==> config.mk <==
export PLATFORM = sky130hd
export DESIGN_NAME = ray_grid_walker
export DESIGN_NICKNAME = d
export VERILOG_FILES = /design/src/rtl/ray_grid_walker_pkg.sv /design/src/rtl/ray_grid_walker_axis_stepper.sv /design/src/rtl/ray_grid_walker.sv
export SDC_FILE = /design/constraint.sdc
export NUM_CORES = 1
export LEC_CHECK = 0
export ABC_AREA = 1
export CELL_PAD_IN_SITES_DETAIL_PLACEMENT = 0
export CELL_PAD_IN_SITES_GLOBAL_PLACEMENT = 1
export CORE_MARGIN = 2
export CORE_UTILIZATION = 36
export DETAILED_ROUTE_END_ITERATION = 8
export GPL_TIMING_DRIVEN = 0
export PLACE_DENSITY_LB_ADDON = 0.25
export SLEW_MARGIN = 20
export SYNTH_ARGS = -nofsm -noshare
export SYNTH_HDL_FRONTEND = slang
export SYNTH_SLANG_ARGS = --single-unit
export TNS_END_PERCENT = 1
==> constraint.sdc <==
create_clock -name clock -period 2.2 [get_ports clock]
set_input_delay 0.22 -clock clock [delete_from_list [all_inputs] [get_ports clock]]
set_output_delay 0.22 -clock clock [all_outputs]
set_load 0.03 [all_outputs]
==> src/rtl/ray_grid_walker_pkg.sv <==
// Shared types and constants for the ray grid walker.
package ray_grid_walker_pkg;

  localparam int GRID_BITS  = 6;   // bits per cell coordinate (64 cells per axis)
  localparam int WORLD_BITS = 12;  // integer world-unit bits per axis
  localparam int CELL_SHIFT = 6;   // 64 world units per cell

  typedef enum logic [1:0] {
    IDLE = 2'd0,
    WALK = 2'd1,
    DONE = 2'd2
  } state_t;

  // Map address layout: {cellY, cellX}.
  function automatic logic [2*GRID_BITS-1:0] pack_addr(
    input logic [GRID_BITS-1:0] cell_y,
    input logic [GRID_BITS-1:0] cell_x
  );
    return {cell_y, cell_x};
  endfunction

endpackage

==> src/rtl/ray_grid_walker_axis_stepper.sv <==
// One axis of the marcher: proposes the next position, flags leaving the
// world, and reports whether the cell index would change.
module axis_stepper
  import ray_grid_walker_pkg::*;
#(
  parameter int FRAC_BITS = 4
) (
  input  logic [WORLD_BITS+FRAC_BITS-1:0] pos,
  input  logic [7:0]                      step,
  output logic [WORLD_BITS+FRAC_BITS-1:0] next_pos,
  output logic                            out_of_range,
  output logic                            cell_changed
);

  localparam int PW = WORLD_BITS + FRAC_BITS;

  logic [PW:0] sum;

  // One extra bit: every sum outside [0, 2^PW-1] (underflow or overflow)
  // lands with the top bit set, so the position can never wrap.
  always_comb begin
    sum          = {1'b0, pos} + {{(PW + 1 - 8){step[7]}}, step};
    next_pos     = sum[PW-1:0];
    out_of_range = sum[PW];
    cell_changed = (sum[PW-1 -: GRID_BITS] != pos[PW-1 -: GRID_BITS]);
  end

endmodule

==> src/rtl/ray_grid_walker.sv <==
// Fixed-step ray marcher over a 64x64-cell map; probes one cell per clock
// and reports the first wall, a step-limit miss, or leaving the world.
module ray_grid_walker
  import ray_grid_walker_pkg::*;
#(
  parameter int MAX_STEPS = 255,
  parameter int FRAC_BITS = 4
) (
  input  logic        clock,
  input  logic        reset,
  input  logic        start,
  input  logic [11:0] start_x,
  input  logic [11:0] start_y,
  input  logic [7:0]  step_x,
  input  logic [7:0]  step_y,
  output logic [11:0] grid_address,
  input  logic        grid_out,
  output logic        busy,
  output logic        done,
  output logic        hit,
  output logic        hit_side,
  output logic [11:0] hit_cell,
  output logic [7:0]  step_count
);

  localparam int PW = WORLD_BITS + FRAC_BITS;

  state_t state, state_next;

  logic [PW-1:0] pos_x, pos_y;
  logic [PW-1:0] next_x, next_y;
  logic [7:0]    step_x_q, step_y_q;
  logic [7:0]    count;
  logic          side;
  logic          oor_x, oor_y, chg_x, chg_y;

  logic          load, advance, finish, finish_hit;
  logic [11:0]   probe_addr;

  axis_stepper #(.FRAC_BITS(FRAC_BITS)) u_step_x (
    .pos          (pos_x),
    .step         (step_x_q),
    .next_pos     (next_x),
    .out_of_range (oor_x),
    .cell_changed (chg_x)
  );

  axis_stepper #(.FRAC_BITS(FRAC_BITS)) u_step_y (
    .pos          (pos_y),
    .step         (step_y_q),
    .next_pos     (next_y),
    .out_of_range (oor_y),
    .cell_changed (chg_y)
  );

  assign probe_addr = pack_addr(GRID_BITS'(pos_y >> (CELL_SHIFT + FRAC_BITS)),
                                GRID_BITS'(pos_x >> (CELL_SHIFT + FRAC_BITS)));

  // State register.
  always_ff @(posedge clock or posedge reset) begin
    if (reset) state <= IDLE;
    else       state <= state_next;
  end

  // Next state and per-cycle walk decision (wall, step limit, exit, advance).
  always_comb begin
    state_next   = state;
    load         = 1'b0;
    advance      = 1'b0;
    finish       = 1'b0;
    finish_hit   = 1'b0;
    busy         = 1'b0;
    done         = 1'b0;
    grid_address = 12'h000;
    case (state)
      IDLE: begin
        if (start) begin
          load       = 1'b1;
          state_next = WALK;
        end
      end
      WALK: begin
        busy         = 1'b1;
        grid_address = probe_addr;
        if (grid_out) begin
          finish     = 1'b1;
          finish_hit = 1'b1;
        end else if (count == 8'(MAX_STEPS)) begin
          finish = 1'b1;
        end else if (oor_x || oor_y) begin
          finish = 1'b1;
        end else begin
          advance = 1'b1;
        end
        if (finish) state_next = DONE;
      end
      DONE: begin
        busy         = 1'b1;
        done         = 1'b1;
        grid_address = probe_addr;
        state_next   = IDLE;
      end
      default: state_next = IDLE;
    endcase
  end

  // Walk datapath: position, step, advance count and last-changed-axis flag.
  always_ff @(posedge clock or posedge reset) begin
    if (reset) begin
      pos_x    <= '0;
      pos_y    <= '0;
      step_x_q <= '0;
      step_y_q <= '0;
      count    <= '0;
      side     <= 1'b0;
    end else if (load) begin
      pos_x    <= {start_x, FRAC_BITS'(0)};
      pos_y    <= {start_y, FRAC_BITS'(0)};
      step_x_q <= step_x;
      step_y_q <= step_y;
      count    <= '0;
      side     <= 1'b0;
    end else if (advance) begin
      pos_x <= next_x;
      pos_y <= next_y;
      count <= count + 8'd1;
      if (chg_x)      side <= 1'b0;
      else if (chg_y) side <= 1'b1;
    end
  end

  // Result registers, updated only when a walk finishes.
  always_ff @(posedge clock or posedge reset) begin
    if (reset) begin
      hit        <= 1'b0;
      hit_side   <= 1'b0;
      hit_cell   <= '0;
      step_count <= '0;
    end else if (finish) begin
      hit        <= finish_hit;
      hit_side   <= side;
      hit_cell   <= probe_addr;
      step_count <= count;
    end
  end

endmodule

==> impl_results.rst <==
.. list-table::
   :header-rows: 1

   * - Metric
     - Value
   * - Outcome
     - finished, violations left
   * - Violations in the final reports
     - setup timing
   * - Leak Pwr
     - 3.926 nW
   * - Clock Skews
     - 11.61 ps
   * - DRC violations left
     - 0
   * - WP data arrival
     - 2650 ps
   * - Pin count of the biggest net entering global routing
     - 33
   * - Final hold violation count
     - 0
   * - Synthesis warning total
     - 0
   * - Number of DRC violations after detailed-routing iteration 0
     - 316
   * - Combinational group share of total power
     - 68.6%
   * - PortBufs
     - 79
   * - CTS Root Buffer Type
     - clkbuf_16
   * - Transition time at the pin with the least slew margin
     - 655.9 ps
   * - Number of buffers inserted by hold repair at cts
     - 0
   * - Mapped Avg Cell Area
     - 6.799 sq um
   * - Remaining global-route overflow
     - 0
   * - CP Cell Sequence
     - buf_4, ha_4, nand2_1, nor2_4, nand3_2, nand3_1, nand2_2, nor3_2, nor2_2, inv_2, buf_2, o21ai_0
   * - Cell row count
     - 45
   * - Gp weighted congestion
     - 0.8769
   * - Area added between synthesis and finish
     - 35.18%
   * - Post-route fraction of the period consumed by the critical path
     - 110.4%
   * - Starting density of the core
     - 36.85%
   * - Gate count after technology mapping
     - 827
   * - Core occupancy in the finished layout
     - 49.82%
   * - Int Power
     - 6.374 mW
   * - CP Capture Type
     - register
   * - CTS tree
     - yes
   * - Slowest cell on crit path
     - dfrtp_2
   * - Die area
     - 16,630 sq um
   * - Maximum clock rate
     - 411.9 MHz
   * - Number of iterations in the first detailed-routing pass
     - 4
   * - GRT Max-Usage Layer
     - met2
   * - Wirelength, routed
     - 16,270 um
   * - Crit Path Category
     - reg2reg
   * - Maximum fanout encountered on the critical timing path
     - 10
   * - Final-report max-slew violation count
     - 0
   * - Cts bufs inserted
     - 9
   * - FF+latch count, synth
     - 81
   * - Number of nets in the final layout
     - 1,026
   * - Ratio of total power to cell area
     - 1690 nW/um^2
   * - Sort of element at the start of the critical path
     - register
   * - Share of final-layout standard cells stronger than drive strength 1
     - 15.72%
   * - Fraction of met1 tracks used by global routing
     - 29.78%
   * - HPWL Detailed
     - 12,050 um
   * - Routed wire length per instance
     - 14.03 um
   * - CP delay by family, top
     - simple AND/OR/NAND/NOR gates
   * - Clock insertion delay at the later pin of the skew report
     - 360 ps
   * - Die H
     - 129.0 um
   * - Power dissipated by switching net loads
     - 6.472 mW
   * - Maximum clock path buffer count
     - 2
   * - Global-route met2 utilization
     - 31.56%
   * - Summed negative setup slack over all endpoints
     - -10,770 ps
   * - WP buf/inv
     - 3
   * - Count of max-cap constraint violations
     - 0
   * - Slew headroom
     - 56.27%
   * - Antenna violations before repair
     - 0
   * - Number of setup violations in the final report
     - 64
   * - Post-Synthesis Cell Area
     - 5623 sq um
   * - Critical path data required time
     - 2420 ps
   * - IR drop worst, VDD
     - 711.0 uV
   * - Highest-count cells in the layout ignoring fill and taps
     - 326 x nand2_1, 106 x inv_1, 79 x dfrtp_1, 67 x clkdlybuf4s50_1, 60 x nand3_1
   * - Clock Pin Slew Worst Setup and Hold Paths
     - 60 ps
   * - Clock net sink count
     - 81
   * - Share of power burned in the clock network
     - 10.7%
   * - Width of the die
     - 129.0 um
   * - Met3 track utilization from global routing
     - 3.909%
   * - Final Critical Period
     - 2428 ps
   * - Most frequent standard cell in the layout excluding fill and tap cells
     - nand2_1
   * - Via count of the first global-routing pass
     - 5,234
   * - Switching power as a share of total power
     - 50.38%
   * - Least setup slack across all paths after layout
     - -227.9 ps
   * - Global router's overall resource usage
     - 20.76%
   * - Area of the placeable core
     - 15,260 sq um
   * - Number of top-level pins
     - 80
   * - H-Tree Level Count
     - 3
   * - Post-synth net total
     - 910
   * - Count of antenna-violating nets left after detailed routing
     - 0
   * - Fraction of the yosys area taken by sequential cells
     - 36.05%
   * - Flop pwr share
     - 20.7%
   * - Stage delay of the slowest cell on the critical path
     - 500 ps
   * - Antenna cells
     - 0
   * - Total vias in the final route
     - 5,440
   * - Setup repair after global routing missed its margin
     - true
   * - Global-route wire length before repair
     - 26,590 um
   * - Yosys cell types
     - 32
   * - Min-delay worst type
     - in2async
   * - Vias per cell
     - 4.694
## what timing repair did
item	4_1_cts	5_1_grt
pin swaps	16	32
endpoints found under the setup margin	76	93
gates cloned	1	0
buffers inserted	15	8
gates resized for setup	82	77
## metal layers
layer | routed length, um | share of wire [%]
met5 | 0 | 0
met2 | 7097 | 44
met3 | 837 | 5.1
met4 | 341 | 2.1
met1 | 7988 | 49
## worst paths after layout
path                               start            end  slack, ps  depth (start not counted)
max in group asynchronous          reset    step_x_q[1]       1210                          4
max                          step_y_q[7]   hit_cell[11]       -230                         12
min                                reset      pos_y[14]        240                          2
min in group clock             step_y[7]    step_y_q[7]        390                          3
min reg2reg                step_count[4]  step_count[4]        460                          2
max reg2reg                  step_y_q[7]   hit_cell[11]       -230                         12
## Yosys cell counts, drive strengths merged
library cell	n	area [sq um]
a31oi	3	18.77
nand3b	1	7.510
o31ai	3	22.52
o21bai	1	7.510
and2	3	18.77
mux2i	2	20.02
xnor3	1	22.52
nand3	69	355.3
xnor2	9	78.83
xor2	8	70.07
fa	2	40.04
dfrtp	81	2027
nand4	5	31.28
nor2	33	145.1
a21oi	25	128.9
nor3	8	40.04
inv	112	420.4
buf	12	77.57
ha	37	462.9
clkbuf	8	30.03
nand2	347	1310
or2	2	12.51
o21ai	55	275.3
## worst reg2reg max path: stages, from the launching register on
cell and delay (ps):
dfrtp_2 500, buf_4 180, ha_4 290, nand2_1 120
nor2_4 160, nand3_2 120, nand3_1 100, nand2_2 80
nor3_2 270, nor2_2 90, inv_2 90, buf_2 200
o21ai_0 110
## registers in the layout, indices dropped and copies added, names as in the netlist
signal / cells
step_count: 8
hit: 1
hit_side: 1
state: 2
step_y_q: 8
side: 1
pos_y: 16
count: 8
pos_x: 16
hit_cell: 12
step_x_q: 8
## area by class of cell
cell class              count  area, sq um
plain buffers              20        165.2
clock buffers              13        240.2
clock inverters             3        17.52
fillers                  1547         7657
inverters                 112        429.2
multi-input cells         614         3446
flip-flops and latches     81         2029
well taps                 211        264.0
repair buffers            105         1010
## logic make-up after synthesis
logic type	synth area share [%]
xor gates and xnor gates	3.049
muxes	0.3560
AOI/OAI and AO/OA	8.055
DFF	36.05
adders and majority gates	8.945
and+or+nand+nor	34.16
buffers and inverters	9.390
## through the flow
step,power (mW),area [sq um],hold WS [ps],setup WS [ps],std cells
after floorplan,8.051,5627,329.6,-20.29,827
after global placement,10.16,6681,460.6,-622.7,1117
after detailed placement,10.21,6721,458.5,-671.5,1119
after CTS,12.33,7367,257.0,-306.2,1151
after global routing,14.15,7601,296.3,-373.1,1159
final,12.85,7601,240.1,-227.9,1159
## power groups by stage
stage	clock (mW)	sequential [mW]	combinational, mW
6_report	1.37	2.66	8.81
5_1_grt	1.48	2.75	9.92
4_1_cts	1.42	2.63	8.28
3_5_place_dp	0	2.64	7.57
3_3_place_gp	0	2.62	7.53
2_1_floorplan	0	2.74	5.31
Note: power is estimated with default switching activity, not from simulation.
